File: config.mk
export PLATFORM = sky130hd
export DESIGN_NAME = axi_datamover_read_mc
export DESIGN_NICKNAME = d
export VERILOG_FILES = /design/src/rtl/axi_datamover_pkg.sv /design/src/rtl/sync_fifo.sv /design/src/rtl/axi_datamover_read_mc.sv
export SDC_FILE = /design/constraint.sdc
export NUM_CORES = 1
export LEC_CHECK = 0
export ABC_AREA = 1
export CELL_PAD_IN_SITES_DETAIL_PLACEMENT = 2
export CELL_PAD_IN_SITES_GLOBAL_PLACEMENT = 2
export CORE_ASPECT_RATIO = 0.8
export CORE_MARGIN = 2
export CORE_UTILIZATION = 23
export CTS_CLUSTER_SIZE = 40
export DETAILED_ROUTE_END_ITERATION = 6
export PLACE_DENSITY = 0.91
export SYNTH_ARGS = -nofsm -noshare
export SYNTH_HDL_FRONTEND = slang
export SYNTH_HIERARCHICAL = 1
export SYNTH_SLANG_ARGS = --single-unit
File: constraint.sdc
create_clock -name clk -period 6 [get_ports clk]
set_input_delay 1.5 -clock clk [delete_from_list [all_inputs] [get_ports clk]]
set_output_delay 1.5 -clock clk [all_outputs]
set_load 0.03 [all_outputs]
File: src/rtl/axi_datamover_pkg.sv
`default_nettype none
// ============================================================================
//  Module   : axi_datamover_pkg
//  Purpose  : Shared definitions for the multi-channel DataMover read front-end:
//             MM2S command field layout, status bit positions, response codes,
//             read FSM state encoding and the order-FIFO entry format.
//  Revision : 1.0 - initial release
// ============================================================================
package axi_datamover_pkg;

    // MM2S command word layout. The address field width is a module parameter,
    // so the tag/reserved offsets are computed from SADDR_LSB by the user.
    localparam int c_CMD_BTT_LSB   = 0;
    localparam int c_CMD_BTT_W     = 23;
    localparam int c_CMD_TYPE_BIT  = 23;
    localparam int c_CMD_DSA_LSB   = 24;
    localparam int c_CMD_DSA_W     = 6;
    localparam int c_CMD_EOF_BIT   = 30;
    localparam int c_CMD_DRR_BIT   = 31;
    localparam int c_CMD_SADDR_LSB = 32;
    localparam int c_CMD_TAG_W     = 4;
    localparam int c_CMD_RSV_W     = 4;

    // MM2S status byte layout; the low nibble echoes the command tag.
    localparam int c_STS_OKAY_BIT   = 7;
    localparam int c_STS_SLVERR_BIT = 6;
    localparam int c_STS_DECERR_BIT = 5;
    localparam int c_STS_INTERR_BIT = 4;
    localparam int c_STS_TAG_W      = 4;

    typedef logic [1:0] resp_t;
    localparam resp_t c_RESP_OKAY   = 2'd0;
    localparam resp_t c_RESP_SLVERR = 2'd2;
    localparam resp_t c_RESP_DECERR = 2'd3;

    typedef enum logic [0:0] {
        ST_IDLE  = 1'b0,
        ST_ISSUE = 1'b1
    } rd_state_t;

    // One entry per issued command: owning channel and "last chunk of request".
    typedef struct packed {
        logic       last_chunk;
        logic [2:0] ch;
    } order_t;

    // DECERR dominates; SLVERR and internal errors both map to SLVERR.
    function automatic resp_t sts_code(input logic [7:0] sts);
        if (sts[c_STS_DECERR_BIT]) begin
            return c_RESP_DECERR;
        end else if (sts[c_STS_SLVERR_BIT] || sts[c_STS_INTERR_BIT]) begin
            return c_RESP_SLVERR;
        end else begin
            return c_RESP_OKAY;
        end
    endfunction

    function automatic resp_t resp_max(input resp_t a, input resp_t b);
        return (a > b) ? a : b;
    endfunction

endpackage
`default_nettype wire

File: src/rtl/sync_fifo.sv
`default_nettype none
// ============================================================================
//  Module   : sync_fifo
//  Purpose  : Single-clock FIFO with combinational head read. Simultaneous
//             push and pop both take effect (count unchanged).
//  Ports    : clk, rst (sync, active-high)
//             push/push_data  - write side (ignored when full)
//             pop/pop_data    - read side  (ignored when empty), head visible
//             full, empty, almost_full (one free slot left)
//  Revision : 1.0 - initial release
// ============================================================================
module sync_fifo #(
    parameter int WIDTH = 4,
    parameter int DEPTH = 8
) (
    input  logic             clk,
    input  logic             rst,
    input  logic             push,
    input  logic [WIDTH-1:0] push_data,
    input  logic             pop,
    output logic [WIDTH-1:0] pop_data,
    output logic             full,
    output logic             empty,
    output logic             almost_full
);

    localparam int c_AW = (DEPTH > 1) ? $clog2(DEPTH) : 1;
    localparam int c_CW = $clog2(DEPTH + 1);

    logic [WIDTH-1:0] r_mem [DEPTH];
    logic [c_AW-1:0]  r_wptr;
    logic [c_AW-1:0]  r_rptr;
    logic [c_CW-1:0]  r_count;

    logic w_push_ok;
    logic w_pop_ok;

    assign w_push_ok   = push & ~full;
    assign w_pop_ok    = pop & ~empty;
    assign full        = (r_count == c_CW'(DEPTH));
    assign empty       = (r_count == '0);
    assign almost_full = (r_count == c_CW'(DEPTH - 1));
    assign pop_data    = r_mem[r_rptr];

    always_ff @(posedge clk) begin
        if (w_push_ok) begin
            r_mem[r_wptr] <= push_data;
        end
    end

    always_ff @(posedge clk) begin
        if (rst) begin
            r_wptr  <= '0;
            r_rptr  <= '0;
            r_count <= '0;
        end else begin
            if (w_push_ok) begin
                r_wptr <= (r_wptr == c_AW'(DEPTH - 1)) ? '0 : r_wptr + 1'b1;
            end
            if (w_pop_ok) begin
                r_rptr <= (r_rptr == c_AW'(DEPTH - 1)) ? '0 : r_rptr + 1'b1;
            end
            case ({w_push_ok, w_pop_ok})
                2'b10:   r_count <= r_count + 1'b1;
                2'b01:   r_count <= r_count - 1'b1;
                default: r_count <= r_count;
            endcase
        end
    end

endmodule
`default_nettype wire

File: src/rtl/axi_datamover_read_mc.sv
`default_nettype none
// ============================================================================
//  Module   : axi_datamover_read_mc
//  Purpose  : Multi-channel read front-end for an AXI DataMover (MM2S).
//             Round-robin accepts per-channel read requests, splits each into
//             CHUNK_BYTES commands, routes returned beats to the owning
//             channel in command order and folds status into one response
//             per request.
//  Ports    : clk, rst (sync, active-high)
//             ddr_rreq_*    - per-channel request handshake, addr, size
//             ddr_rdata_*   - shared read-data stream with owning channel
//             ddr_rresp_*   - one response pulse per completed request
//             err_zero_size - sticky: a zero-length request was discarded
//             mm2s_cmd_*, mm2s_*, mm2s_sts_* - DataMover MM2S interfaces
//  Revision : 1.0 - initial release
// ============================================================================
module axi_datamover_read_mc
    import axi_datamover_pkg::*;
#(
    parameter int NUM_CH      = 4,
    parameter int ADDR_WIDTH  = 32,
    parameter int SIZE_WIDTH  = 32,
    parameter int DATA_WIDTH  = 64,
    parameter int CHUNK_BYTES = 4096,
    parameter int OUTSTANDING = 8
) (
    input  logic                           clk,
    input  logic                           rst,
    input  logic [NUM_CH-1:0]              ddr_rreq_valid,
    output logic [NUM_CH-1:0]              ddr_rreq_ready,
    input  logic [NUM_CH*ADDR_WIDTH-1:0]   ddr_rreq_addr,
    input  logic [NUM_CH*SIZE_WIDTH-1:0]   ddr_rreq_size,
    output logic                           ddr_rdata_valid,
    input  logic                           ddr_rdata_ready,
    output logic                           ddr_rdata_last,
    output logic [DATA_WIDTH-1:0]          ddr_rdata,
    output logic [2:0]                     ddr_rdata_ch,
    output logic                           ddr_rresp_valid,
    output logic [1:0]                     ddr_rresp,
    output logic [2:0]                     ddr_rresp_ch,
    output logic                           err_zero_size,
    output logic [ADDR_WIDTH+39:0]         mm2s_cmd_tdata,
    output logic                           mm2s_cmd_tvalid,
    input  logic                           mm2s_cmd_tready,
    input  logic [DATA_WIDTH-1:0]          mm2s_tdata,
    input  logic [DATA_WIDTH/8-1:0]        mm2s_tkeep,
    input  logic                           mm2s_tlast,
    input  logic                           mm2s_tvalid,
    output logic                           mm2s_tready,
    input  logic [7:0]                     mm2s_sts_tdata,
    input  logic [0:0]                     mm2s_sts_tkeep,
    input  logic                           mm2s_sts_tlast,
    input  logic                           mm2s_sts_tvalid,
    output logic                           mm2s_sts_tready
);

    localparam int c_CH_W  = 3;
    localparam int c_SUM_W = c_CH_W + 1;
    localparam int c_TAG_LSB = c_CMD_SADDR_LSB + ADDR_WIDTH;
    localparam int c_CMD_W = c_TAG_LSB + c_CMD_TAG_W + c_CMD_RSV_W;
    localparam logic [SIZE_WIDTH-1:0] c_CHUNK = SIZE_WIDTH'(CHUNK_BYTES);

    rd_state_t               r_state, w_state_next;
    logic [c_CH_W-1:0]       r_rr_ptr;
    logic [c_CH_W-1:0]       r_ch;
    logic [ADDR_WIDTH-1:0]   r_addr;
    logic [SIZE_WIDTH-1:0]   r_remaining;
    logic [c_CMD_W-1:0]      r_cmd_tdata;
    logic                    r_cmd_tvalid;
    resp_t                   r_err [NUM_CH];
    logic                    r_rresp_valid;
    resp_t                   r_rresp;
    logic [c_CH_W-1:0]       r_rresp_ch;
    logic                    r_err_zero;

    logic [2*NUM_CH-1:0]     w_rr_rot;
    logic                    w_gnt_found;
    logic [c_CH_W-1:0]       w_gnt_ch;
    logic                    w_grant_en;
    logic [ADDR_WIDTH-1:0]   w_sel_addr;
    logic [SIZE_WIDTH-1:0]   w_sel_size;
    logic                    w_req_zero;
    logic                    w_cmd_fire;
    logic [SIZE_WIDTH-1:0]   w_btt;
    logic                    w_last_chunk;
    logic [ADDR_WIDTH-1:0]   w_addr_next;
    logic [SIZE_WIDTH-1:0]   w_rem_next;
    logic                    w_fifo_full, w_fifo_empty, w_fifo_afull;
    logic                    w_fifo_pop;
    logic                    w_full_next;
    logic                    w_mm2s_tready;
    order_t                  w_push_entry, w_head;
    logic                    w_sts_accept;
    resp_t                   w_sts_code;
    logic [c_CH_W-1:0]       w_sts_ch;
    resp_t                   w_err_sel;
    logic                    w_unused_ok;

    function automatic logic [c_CH_W-1:0] rr_wrap(input logic [c_CH_W-1:0] ptr,
                                                  input int unsigned off);
        logic [c_SUM_W-1:0] s;
        s = {1'b0, ptr} + c_SUM_W'(off);
        if (s >= c_SUM_W'(NUM_CH)) begin
            s = s - c_SUM_W'(NUM_CH);
        end
        return s[c_CH_W-1:0];
    endfunction

    function automatic logic [c_CMD_W-1:0] build_cmd(input logic [c_CH_W-1:0]     ch,
                                                     input logic [ADDR_WIDTH-1:0] addr,
                                                     input logic [SIZE_WIDTH-1:0] rem);
        logic [SIZE_WIDTH-1:0] btt;
        logic                  fin;
        logic [c_CMD_W-1:0]    cmd;
        fin = (rem <= c_CHUNK);
        btt = fin ? rem : c_CHUNK;
        cmd = '0;
        cmd[c_CMD_BTT_LSB +: c_CMD_BTT_W]   = c_CMD_BTT_W'(btt);
        cmd[c_CMD_TYPE_BIT]                 = 1'b1;
        cmd[c_CMD_DSA_LSB +: c_CMD_DSA_W]   = '0;
        cmd[c_CMD_EOF_BIT]                  = 1'b1;
        cmd[c_CMD_DRR_BIT]                  = 1'b0;
        cmd[c_CMD_SADDR_LSB +: ADDR_WIDTH]  = addr;
        cmd[c_TAG_LSB +: c_CMD_TAG_W]       = {fin, ch};
        cmd[c_TAG_LSB + c_CMD_TAG_W +: c_CMD_RSV_W] = '0;
        return cmd;
    endfunction

    // ---------------- Arbiter ----------------
    // Rotating the doubled valid vector by the last grant puts the channel
    // one above it at bit 1, so the search order is a plain ascending scan.
    assign w_rr_rot = {ddr_rreq_valid, ddr_rreq_valid} >> r_rr_ptr;

    always_comb begin
        w_gnt_found = 1'b0;
        w_gnt_ch    = '0;
        for (int i = 1; i <= NUM_CH; i++) begin
            if (!w_gnt_found && w_rr_rot[i]) begin
                w_gnt_found = 1'b1;
                w_gnt_ch    = rr_wrap(r_rr_ptr, i);
            end
        end
    end

    always_comb begin
        w_sel_addr = '0;
        w_sel_size = '0;
        for (int c = 0; c < NUM_CH; c++) begin
            if (w_gnt_ch == c_CH_W'(c)) begin
                w_sel_addr = ddr_rreq_addr[c*ADDR_WIDTH +: ADDR_WIDTH];
                w_sel_size = ddr_rreq_size[c*SIZE_WIDTH +: SIZE_WIDTH];
            end
        end
    end

    assign w_grant_en = (r_state == ST_IDLE) && !w_fifo_full && w_gnt_found;
    assign w_req_zero = (w_sel_size == '0);

    for (genvar c = 0; c < NUM_CH; c++) begin : g_rreq_ready
        assign ddr_rreq_ready[c] = w_grant_en && (w_gnt_ch == c_CH_W'(c));
    end

    // ---------------- Command issue ----------------
    assign w_cmd_fire   = r_cmd_tvalid & mm2s_cmd_tready;
    assign w_last_chunk = (r_remaining <= c_CHUNK);
    assign w_btt        = w_last_chunk ? r_remaining : c_CHUNK;
    assign w_addr_next  = r_addr + ADDR_WIDTH'(w_btt);
    assign w_rem_next   = r_remaining - w_btt;

    // tvalid is registered, so it must look at FIFO occupancy after this
    // cycle's push/pop to avoid presenting a command the FIFO cannot record.
    always_comb begin
        if (w_cmd_fire && !w_fifo_pop) begin
            w_full_next = w_fifo_full | w_fifo_afull;
        end else if (!w_cmd_fire && w_fifo_pop) begin
            w_full_next = 1'b0;
        end else begin
            w_full_next = w_fifo_full;
        end
    end

    always_comb begin
        w_state_next = r_state;
        case (r_state)
            ST_IDLE: begin
                if (w_grant_en && !w_req_zero) begin
                    w_state_next = ST_ISSUE;
                end
            end
            ST_ISSUE: begin
                if (w_cmd_fire && w_last_chunk) begin
                    w_state_next = ST_IDLE;
                end
            end
            default: w_state_next = ST_IDLE;
        endcase
    end

    always_ff @(posedge clk) begin
        if (rst) begin
            r_state <= ST_IDLE;
        end else begin
            r_state <= w_state_next;
        end
    end

    always_ff @(posedge clk) begin
        if (rst) begin
            r_rr_ptr     <= '0;
            r_ch         <= '0;
            r_addr       <= '0;
            r_remaining  <= '0;
            r_cmd_tdata  <= '0;
            r_cmd_tvalid <= 1'b0;
            r_err_zero   <= 1'b0;
        end else if (w_grant_en) begin
            r_rr_ptr <= w_gnt_ch;
            if (w_req_zero) begin
                r_err_zero <= 1'b1;
            end else begin
                r_ch         <= w_gnt_ch;
                r_addr       <= w_sel_addr;
                r_remaining  <= w_sel_size;
                r_cmd_tdata  <= build_cmd(w_gnt_ch, w_sel_addr, w_sel_size);
                r_cmd_tvalid <= 1'b1;
            end
        end else if (r_state == ST_ISSUE) begin
            if (w_cmd_fire) begin
                r_addr      <= w_addr_next;
                r_remaining <= w_rem_next;
                if (w_last_chunk) begin
                    r_cmd_tvalid <= 1'b0;
                end else begin
                    r_cmd_tdata  <= build_cmd(r_ch, w_addr_next, w_rem_next);
                    r_cmd_tvalid <= !w_full_next;
                end
            end else begin
                r_cmd_tvalid <= !w_full_next;
            end
        end
    end

    assign mm2s_cmd_tdata  = r_cmd_tdata;
    assign mm2s_cmd_tvalid = r_cmd_tvalid;
    assign err_zero_size   = r_err_zero;

    // ---------------- Order FIFO and data path ----------------
    assign w_push_entry = '{last_chunk: w_last_chunk, ch: r_ch};

    sync_fifo #(
        .WIDTH (4),
        .DEPTH (OUTSTANDING)
    ) u_order_fifo (
        .clk         (clk),
        .rst         (rst),
        .push        (w_cmd_fire),
        .push_data   (w_push_entry),
        .pop         (w_fifo_pop),
        .pop_data    (w_head),
        .full        (w_fifo_full),
        .empty       (w_fifo_empty),
        .almost_full (w_fifo_afull)
    );

    assign w_mm2s_tready   = ddr_rdata_ready & ~w_fifo_empty;
    assign w_fifo_pop      = mm2s_tvalid & w_mm2s_tready & mm2s_tlast;
    assign mm2s_tready     = w_mm2s_tready;
    assign ddr_rdata_valid = mm2s_tvalid & ~w_fifo_empty;
    assign ddr_rdata       = mm2s_tdata;
    assign ddr_rdata_ch    = w_head.ch;
    assign ddr_rdata_last  = mm2s_tlast & w_head.last_chunk;

    // ---------------- Status / response ----------------
    assign mm2s_sts_tready = 1'b1;
    assign w_sts_accept    = mm2s_sts_tvalid & mm2s_sts_tkeep[0];
    assign w_sts_code      = sts_code(mm2s_sts_tdata);
    assign w_sts_ch        = mm2s_sts_tdata[c_CH_W-1:0];

    always_comb begin
        w_err_sel = c_RESP_OKAY;
        for (int c = 0; c < NUM_CH; c++) begin
            if (w_sts_ch == c_CH_W'(c)) begin
                w_err_sel = r_err[c];
            end
        end
    end

    always_ff @(posedge clk) begin
        if (rst) begin
            r_rresp_valid <= 1'b0;
            r_rresp       <= c_RESP_OKAY;
            r_rresp_ch    <= '0;
            for (int c = 0; c < NUM_CH; c++) begin
                r_err[c] <= c_RESP_OKAY;
            end
        end else begin
            r_rresp_valid <= w_sts_accept & mm2s_sts_tdata[c_STS_TAG_W-1];
            if (w_sts_accept && mm2s_sts_tdata[c_STS_TAG_W-1]) begin
                r_rresp    <= resp_max(w_err_sel, w_sts_code);
                r_rresp_ch <= w_sts_ch;
            end
            for (int c = 0; c < NUM_CH; c++) begin
                if (w_sts_accept && (w_sts_ch == c_CH_W'(c))) begin
                    r_err[c] <= mm2s_sts_tdata[c_STS_TAG_W-1] ? c_RESP_OKAY
                                                              : resp_max(r_err[c], w_sts_code);
                end
            end
        end
    end

    assign ddr_rresp_valid = r_rresp_valid;
    assign ddr_rresp       = r_rresp;
    assign ddr_rresp_ch    = r_rresp_ch;

    // Byte enables and status tlast carry nothing this block acts on.
    assign w_unused_ok = ^{mm2s_tkeep, mm2s_sts_tlast, mm2s_sts_tdata[c_STS_OKAY_BIT]};

endmodule
`default_nettype wire

==> flow_summary.toml, run 1 <==
[synthesis]
synth_cell_types = 53
yosysWarnings = 6
synth_area_leader_cell = "dfxtp_1"
synth_top_flop_cell = "dfxtp_1"
yosysSeqAreaShare = 0.294
synth_top_area_frac = 0.211
yosys-top-cells-area = "dfxtp_1 (21%), nand2_1 (14%), nor2_1 (11%)"
ys_seq_elements = 192
synth_edf_count = 40
synth_area_mm2 = 0.0144
async_flop_share = 0
syn_inst = 2313
avgSynthCellArea_um2 = 6.25

[clock_network]
htree_num_levels = 4
hold_buffers = 0
clock-root-buffer = "clkbuf_16"
cts_tree = "done"
clk_pin_slew_ns = 0.08
ctsResizeCount = 0
clkSinkCount = 192
numCtsBuffers = 17
clk_path_buf_depth = 2
cts_setup_buffers = 0
clk_latency_ns = 0.48

[timing]
worst_pin_slew_ns = 1.08
slew_headroom = 0.281
drv_slew = 0
rsz0062_at_grt = "false"
setup_violations = 0
min_period_over_period = 0.912
fin_tns_setup_ns = 0
hold_viol = 0
fmax_mhz = 183
fin_skew_ns = 0.0185
finalCriticalPeriod_ns = 5.47

[place]
hpwl_um = 50800
io_buffers = 353
globalplace.congestion = 0.838

[critical_path]
crit_type = "reg2reg"
cp_common_cell = "nand2_1"
critPathBufInv = 3
startpoint_type = "flop"
worstPathArrival_ns = 5.84
crit_family = "simple AND/OR/NAND/NOR gates"
cp.required_ns = 6.37
slowest_stage = "o21ai_0"
crit_path_end_kind = "flop"
critPathMaxStageDelay_ns = 0.54
crit_fanout = 12

[power_and_ir_drop]
vdd_drop_max_uv = 273
fin_total_pwr_mw = 11.0
leakage_nw = 8.49
power.density_mw_per_mm2 = 577

[final_layout]
drive_gt1_frac = 0.0504
finish.utilization = 0.306
synthToLayoutAreaGrowth_pct = 31.9
antennaDiodeCount = 0
layout.nets = 2967

[floorplan]
die_h_um = 228
row_count = 82
die_w_um = 284
start_util = 0.232
die_area_mm2 = 0.0648
ios = 504
core_mm2 = 0.0624

[status]
status = "finished, final reports clean"

[drt]
via_per_inst = 4.79
num_vias = 16383
drtIter0Drc = 979
first_pass_iters = 5
drtAntennaViolNets = 0
wirelength_um = 65100
wire_per_inst_um = 19.0
drc = 0

[hold_path]
hold_class = "reg2reg"

[global_route]
grt.overflow.total = 0
grt_util_all_layers = 0.198
grt_pass1_wl_um = 101000
grt_max_degree = 65
grt_pass1_vias = 17759
antenna_found_initial = 0

[flow_run]
maxCapViolCount = 0
[state kept, by name, indices dropped and copies added (netlist names), named ones only]
| name | flops |
|---|---|
| u_order_fifo/r_count | 4 |
| r_state | 1 |
| ddr_rresp_valid | 1 |
| ddr_rresp | 2 |
| err_zero_size | 1 |
| mm2s_cmd_tvalid | 1 |
| r_rr_ptr | 3 |
| u_order_fifo/r_rptr | 3 |
| r_err | 8 |
| r_remaining | 32 |
| r_addr | 32 |
| mm2s_cmd_tdata | 60 |
| r_ch | 3 |
| u_order_fifo/r_mem | 32 |
| u_order_fifo/r_wptr | 3 |
| ddr_rresp_ch | 3 |
[placed cells by master, fill, tap and decap left out, drive strengths merged, types with 40 or more instances in the layout]
cell,n
dfxtp,152
nand4,41
nand2,552
edfxtp,40
clkdlybuf4s50,349
nand3,228
a21oi,110
inv,221
nor2,453
ha,51
o21ai,137
[cell families (layout without fill, tap and decap cells)]
| group | count (synthesis) | count (layout) | share of synthesized area |
|---|---|---|---|
| fa+ha+maj | 52 | 52 | 0.0456 |
| flops | 192 | 192 | 0.294 |
| compound gates | 303 | 303 | 0.116 |
| xor+xnor | 31 | 31 | 0.0188 |
| mux | 11 | 11 | 0.00762 |
| other cells | 2 | 31 | 0.000520 |
| buf+inv | 403 | 640 | 0.133 |
| simple gates | 1319 | 1319 | 0.385 |
[power breakdown]
part / switching [mW] / internal, mW / total (mW)
Combinational: 5.28 / 2.49 / 7.78
Sequential: 0.302 / 1.65 / 1.96
Clock: 0.660 / 0.610 / 1.27
Total: 6.24 / 4.76 / 11.0
[cell type report]
| type | count | area (µm²) |
|---|---|---|
| repair buffers | 388 | 3880 |
| inverters | 220 | 826 |
| clock buffers | 17 | 425 |
| fillers | 7580 | 43300 |
| flip-flops and latches | 192 | 4240 |
| multi-input cells | 1747 | 8410 |
| well taps | 840 | 1050 |
| clock inverters | 15 | 218 |
[per-layer routing]
layer  GRT usage  wire length [µm]
met3      0.0430              3550
met1       0.257             29700
met2       0.337             31000
met5     0.00368                 0
met4      0.0387               821
[stage by stage]
| stage | cells | setup WS [ns] | hold WS (ns) | cell area [µm²] |
|---|---|---|---|---|
| 5_1_grt | 3419 | 0.0446 | 0.471 | 19100 |
| 4_1_cts | 3419 | 0.557 | 0.445 | 19100 |
| 6_report | 3419 | 0.529 | 0.442 | 19100 |
| 3_5_place_dp | 3387 | 0.400 | 0.431 | 18400 |
| 3_3_place_gp | 3387 | 0.552 | 0.426 | 18400 |
| 2_1_floorplan | 2342 | 1.25 | 0.452 | 14600 |
[tightest hold or removal path, delay by kind of cell, from the launching register on]
kind / cells / cell delay (ns)
flops: 1 / 0.31
simple gates: 2 / 0.09
[cells in the mapped netlist (3+ instances only)]
cell type	instances
dfxtp_1	152
nor4_1	5
o22ai_1	12
ha_1	51
buf_1	5
nor2_2	10
nand3_2	4
a21o_1	5
inv_1	209
o21ai_1	16
or2_2	13
xnor2_1	7
mux2i_1	11
a31oi_1	7
xor2_1	24
a211oi_1	4
nand3_1	223
nor2_4	3
nand4_1	41
nor3_1	18
o21a_1	6
buf_6	9
a221oi_1	5
a21oi_1	109
nand2_1	544
inv_2	9
buf_2	26
a21boi_0	4
edfxtp_1	40
nor2_1	440
o21ai_0	120
clkbuf_1	60
buf_4	83
o41ai_1	4
nand3b_1	4
nand2_2	6
[path summary, 6_finish.rpt]
check | from | end | slack (ns) | cells after the start
max reg2reg | r_remaining[16]$_SDFFE_PP0P_ | mm2s_cmd_tdata[58]$_SDFFE_PP0P_ | 0.53 | 27
max | r_remaining[16]$_SDFFE_PP0P_ | mm2s_cmd_tdata[58]$_SDFFE_PP0P_ | 0.53 | 27
min | mm2s_cmd_tdata[18]$_SDFFE_PP0P_ | mm2s_cmd_tdata[18]$_SDFFE_PP0P_ | 0.44 | 2
min reg2reg | mm2s_cmd_tdata[18]$_SDFFE_PP0P_ | mm2s_cmd_tdata[18]$_SDFFE_PP0P_ | 0.44 | 2
(Power assumes the default switching activity.)
==> inputs of run 2 (changes only) <==
--- a/config.mk
+++ b/config.mk
@@ -5,16 +5,13 @@
 export SDC_FILE = /design/constraint.sdc
 export NUM_CORES = 1
 export LEC_CHECK = 0
-export ABC_AREA = 1
 export CELL_PAD_IN_SITES_DETAIL_PLACEMENT = 2
 export CELL_PAD_IN_SITES_GLOBAL_PLACEMENT = 2
 export CORE_ASPECT_RATIO = 0.8
-export CORE_MARGIN = 2
-export CORE_UTILIZATION = 23
+export CORE_UTILIZATION = 25
 export CTS_CLUSTER_SIZE = 40
 export DETAILED_ROUTE_END_ITERATION = 6
-export PLACE_DENSITY = 0.91
+export PLACE_DENSITY = 0.92
 export SYNTH_ARGS = -nofsm -noshare
 export SYNTH_HDL_FRONTEND = slang
-export SYNTH_HIERARCHICAL = 1
 export SYNTH_SLANG_ARGS = --single-unit
==> run 2 against run 1 <==
Against the previous run:
- first-iteration DRC count is 4.2% lower
- synthesized area is 3.5% lower
- register-to-register slack better by 0.07 ns
- clock skew is 0.0021 ns higher
- largest cell class unchanged
- largest power group unchanged
- highest routed layer is now met5
==> flow_summary.toml, run 2 <==
[status]
status = "finished, final reports clean"

[drt]
num_vias = 14907
via_per_inst = 5.41
drc = 0
drtAntennaViolNets = 0
wire_per_inst_um = 24.1
drtIter0Drc = 938
first_pass_iters = 5
wirelength_um = 66500

[timing]
min_period_over_period = 0.951
worst_pin_slew_ns = 1.09
fmax_mhz = 175
slew_headroom = 0.268
rsz0062_at_grt = "false"
drv_slew = 0
fin_skew_ns = 0.0206
finalCriticalPeriod_ns = 5.70
hold_viol = 0
fin_tns_setup_ns = 0
setup_violations = 0

[floorplan]
ios = 504
core_mm2 = 0.0551
start_util = 0.253
die_area_mm2 = 0.0567
row_count = 77
die_w_um = 266
die_h_um = 213

[critical_path]
cp.required_ns = 4.50
crit_path_end_kind = "primary output"
crit_fanout = 5
worstPathArrival_ns = 4.20
startpoint_type = "primary input"
crit_type = "in2out"

[power_and_ir_drop]
intPower_mw = 3.06
leakage_nw = 7.00
p_sw_frac = 0.436
combinationalPowerShare = 0.472
seqPwrFrac = 0.307
vdd_drop_max_uv = 151
clkPwrFrac = 0.221
p_switching_mw = 2.36
power.density_mw_per_mm2 = 295

[synthesis]
ys_seq_elements = 192
synth_area_mm2 = 0.0139
async_flop_share = 0
synth_most_common_cell = "nand2_1"
synth_commonest_cells = "nand2_1 (284), dfxtp_1 (152), nand3_1 (120), a21oi_1 (117), nor2_1 (116)"
syn_inst = 1751
synth_top_family_by_area = "simple AND/OR/NAND/NOR gates"
synth_top_area_frac = 0.218
yosys-top-cells-area = "dfxtp_1 (22%), edfxtp_1 (8.6%), nand2_1 (7.7%)"
synth_edf_count = 40
yosys.area_share.xor_xnor = 0.0239
synth_area_leader_cell = "dfxtp_1"
avgSynthCellArea_um2 = 7.96
synth_cell_types = 92
synth_simple_gate_area_share = 0.249
yosysWarnings = 0
yosysSeqAreaShare = 0.305
synth_compound_area_frac = 0.229
synthAdderAreaFrac = 0.0487
muxShareOfSynthArea = 0.0548
synth_top_flop_cell = "dfxtp_1"

[final_layout]
antennaDiodeCount = 0
drive_gt1_frac = 0.0867
fillers = 6288
layout_commonest_cell = "clkdlybuf4s50_1"
largest_register_ffs = 60
final_area_mm2 = 0.0184
multi_input_area_mm2 = 0.00857
synthToLayoutAreaGrowth_pct = 32.0
regArea_mm2 = 0.00424
final_cell_mix = "clkdlybuf4s50_1 (350), nand2_1 (284), dfxtp_1 (152), nand3_1 (120), a21oi_1 (117)"
layout.nets = 2397

[global_route]
grt_pass1_vias = 15835
grt_util_all_layers = 0.231
grt_pass1_wl_um = 99100
grt_max_degree = 88
grt.overflow.total = 0
antenna_found_initial = 4

[place]
hpwl_um = 52000
placed_area_mm2 = 0.0178
globalplace.congestion = 0.896
io_buffers = 353

[flow_run]
maxCapViolCount = 0

[clock_network]
ctsResizeCount = 0
cts_tree = "done"
clk_path_buf_depth = 2
hold_buffers = 0
clock-root-buffer = "clkbuf_16"
clk_pin_slew_ns = 0.08
clkSinkCount = 192
clk_latency_ns = 0.48
cts_setup_buffers = 0
numCtsBuffers = 17
htree_num_levels = 4

[hold_path]
hold_class = "reg2reg"
## run 2: changes by cell type after synthesis, sizes merged, moves of 21 or more
cell / delta
a211oi: +29
a31o: +22
and3: +26
clkbuf: +22
inv: -187
mux4: +25
nand2: -266
nand3: -107
nand4: -29
nor2: -335
nor3: +34
nor4: +26
o21ai: -75
xnor2: +21
## run 2: worst paths after layout
| path | from | to | slack (ns) | cells past startpoint |
|---|---|---|---|---|
| worst min-delay path | mm2s_cmd_tdata[63]$_SDFFE_PP0P_ | mm2s_cmd_tdata[63]$_SDFFE_PP0P_ | 0.46 | 2 |
| worst max-delay path | ddr_rreq_valid[3] | ddr_rreq_ready[2] | 0.30 | 7 |
| worst max register to register | r_remaining[18]$_SDFFE_PP0P_ | r_addr[29]$_SDFFE_PP0P_ | 0.60 | 19 |
| worst min register to register | mm2s_cmd_tdata[63]$_SDFFE_PP0P_ | mm2s_cmd_tdata[63]$_SDFFE_PP0P_ | 0.46 | 2 |
## run 2: per-layer routing
metal  part of all wire  track usage  up-vias  wire (µm)
met2               0.46        0.375      455      30800
met1               0.45        0.306     7567      30200
met4              0.022       0.0630        6       1460
li1                   -            -     6806          -
met3              0.059       0.0525       73       3920
met5            0.00057            0        -         38
## run 2: area by class of cell
type / count / share of cell area
Inverter: 31 / 0.00633
Clock buffer: 18 / 0.0245
Sequential cell: 192 / 0.231
Tap cell: 750 / 0.0510
Clock inverter: 14 / 0.00830
Timing Repair Buffer: 398 / 0.213
Multi-Input combinational cell: 1355 / 0.466
## run 2: critical path, stage by stage
cell and delay [ns]:
clkdlybuf4s50_1 0.52, nor2b_1 0.20, a211o_1 0.34, o32a_1 0.41
o221a_2 0.29, nor2_1 0.14, clkdlybuf4s50_1 0.80
## run 2: kinds of logic after synthesis
| group | Yosys count |
|---|---|
| adders and majority gates | 53 |
| AOI/OAI and AO/OA | 452 |
| muxes | 44 |
| other | 2 |
| DFF | 192 |
| and+or+nand+nor | 737 |
| xor gates and xnor gates | 38 |
| buffers and inverters | 233 |
## run 2: metrics by stage
step | setup WS (ns) | utilization | power (mW) | cells | hold slack [ns]
floorplan | 0.512 | - | 3.25 | 1780 | 0.447
global placement | 0.415 | 0.323 | 4.09 | 2726 | 0.446
detailed placement | 0.336 | 0.323 | 4.21 | 2726 | 0.453
CTS | 0.330 | 0.334 | 5.43 | 2758 | 0.462
global route | 0.255 | 0.334 | 5.71 | 2758 | 0.489
finish | 0.297 | 0.334 | 5.42 | 2758 | 0.463
## run 2: power groups by stage
stage	logic [mW]	registers (mW)	clock network, mW
after CTS	2.54	1.66	1.23
after detailed placement	2.52	1.69	0
after global routing	2.75	1.69	1.27
final	2.56	1.66	1.20
after floorplan	1.52	1.73	0
after global placement	2.42	1.67	0
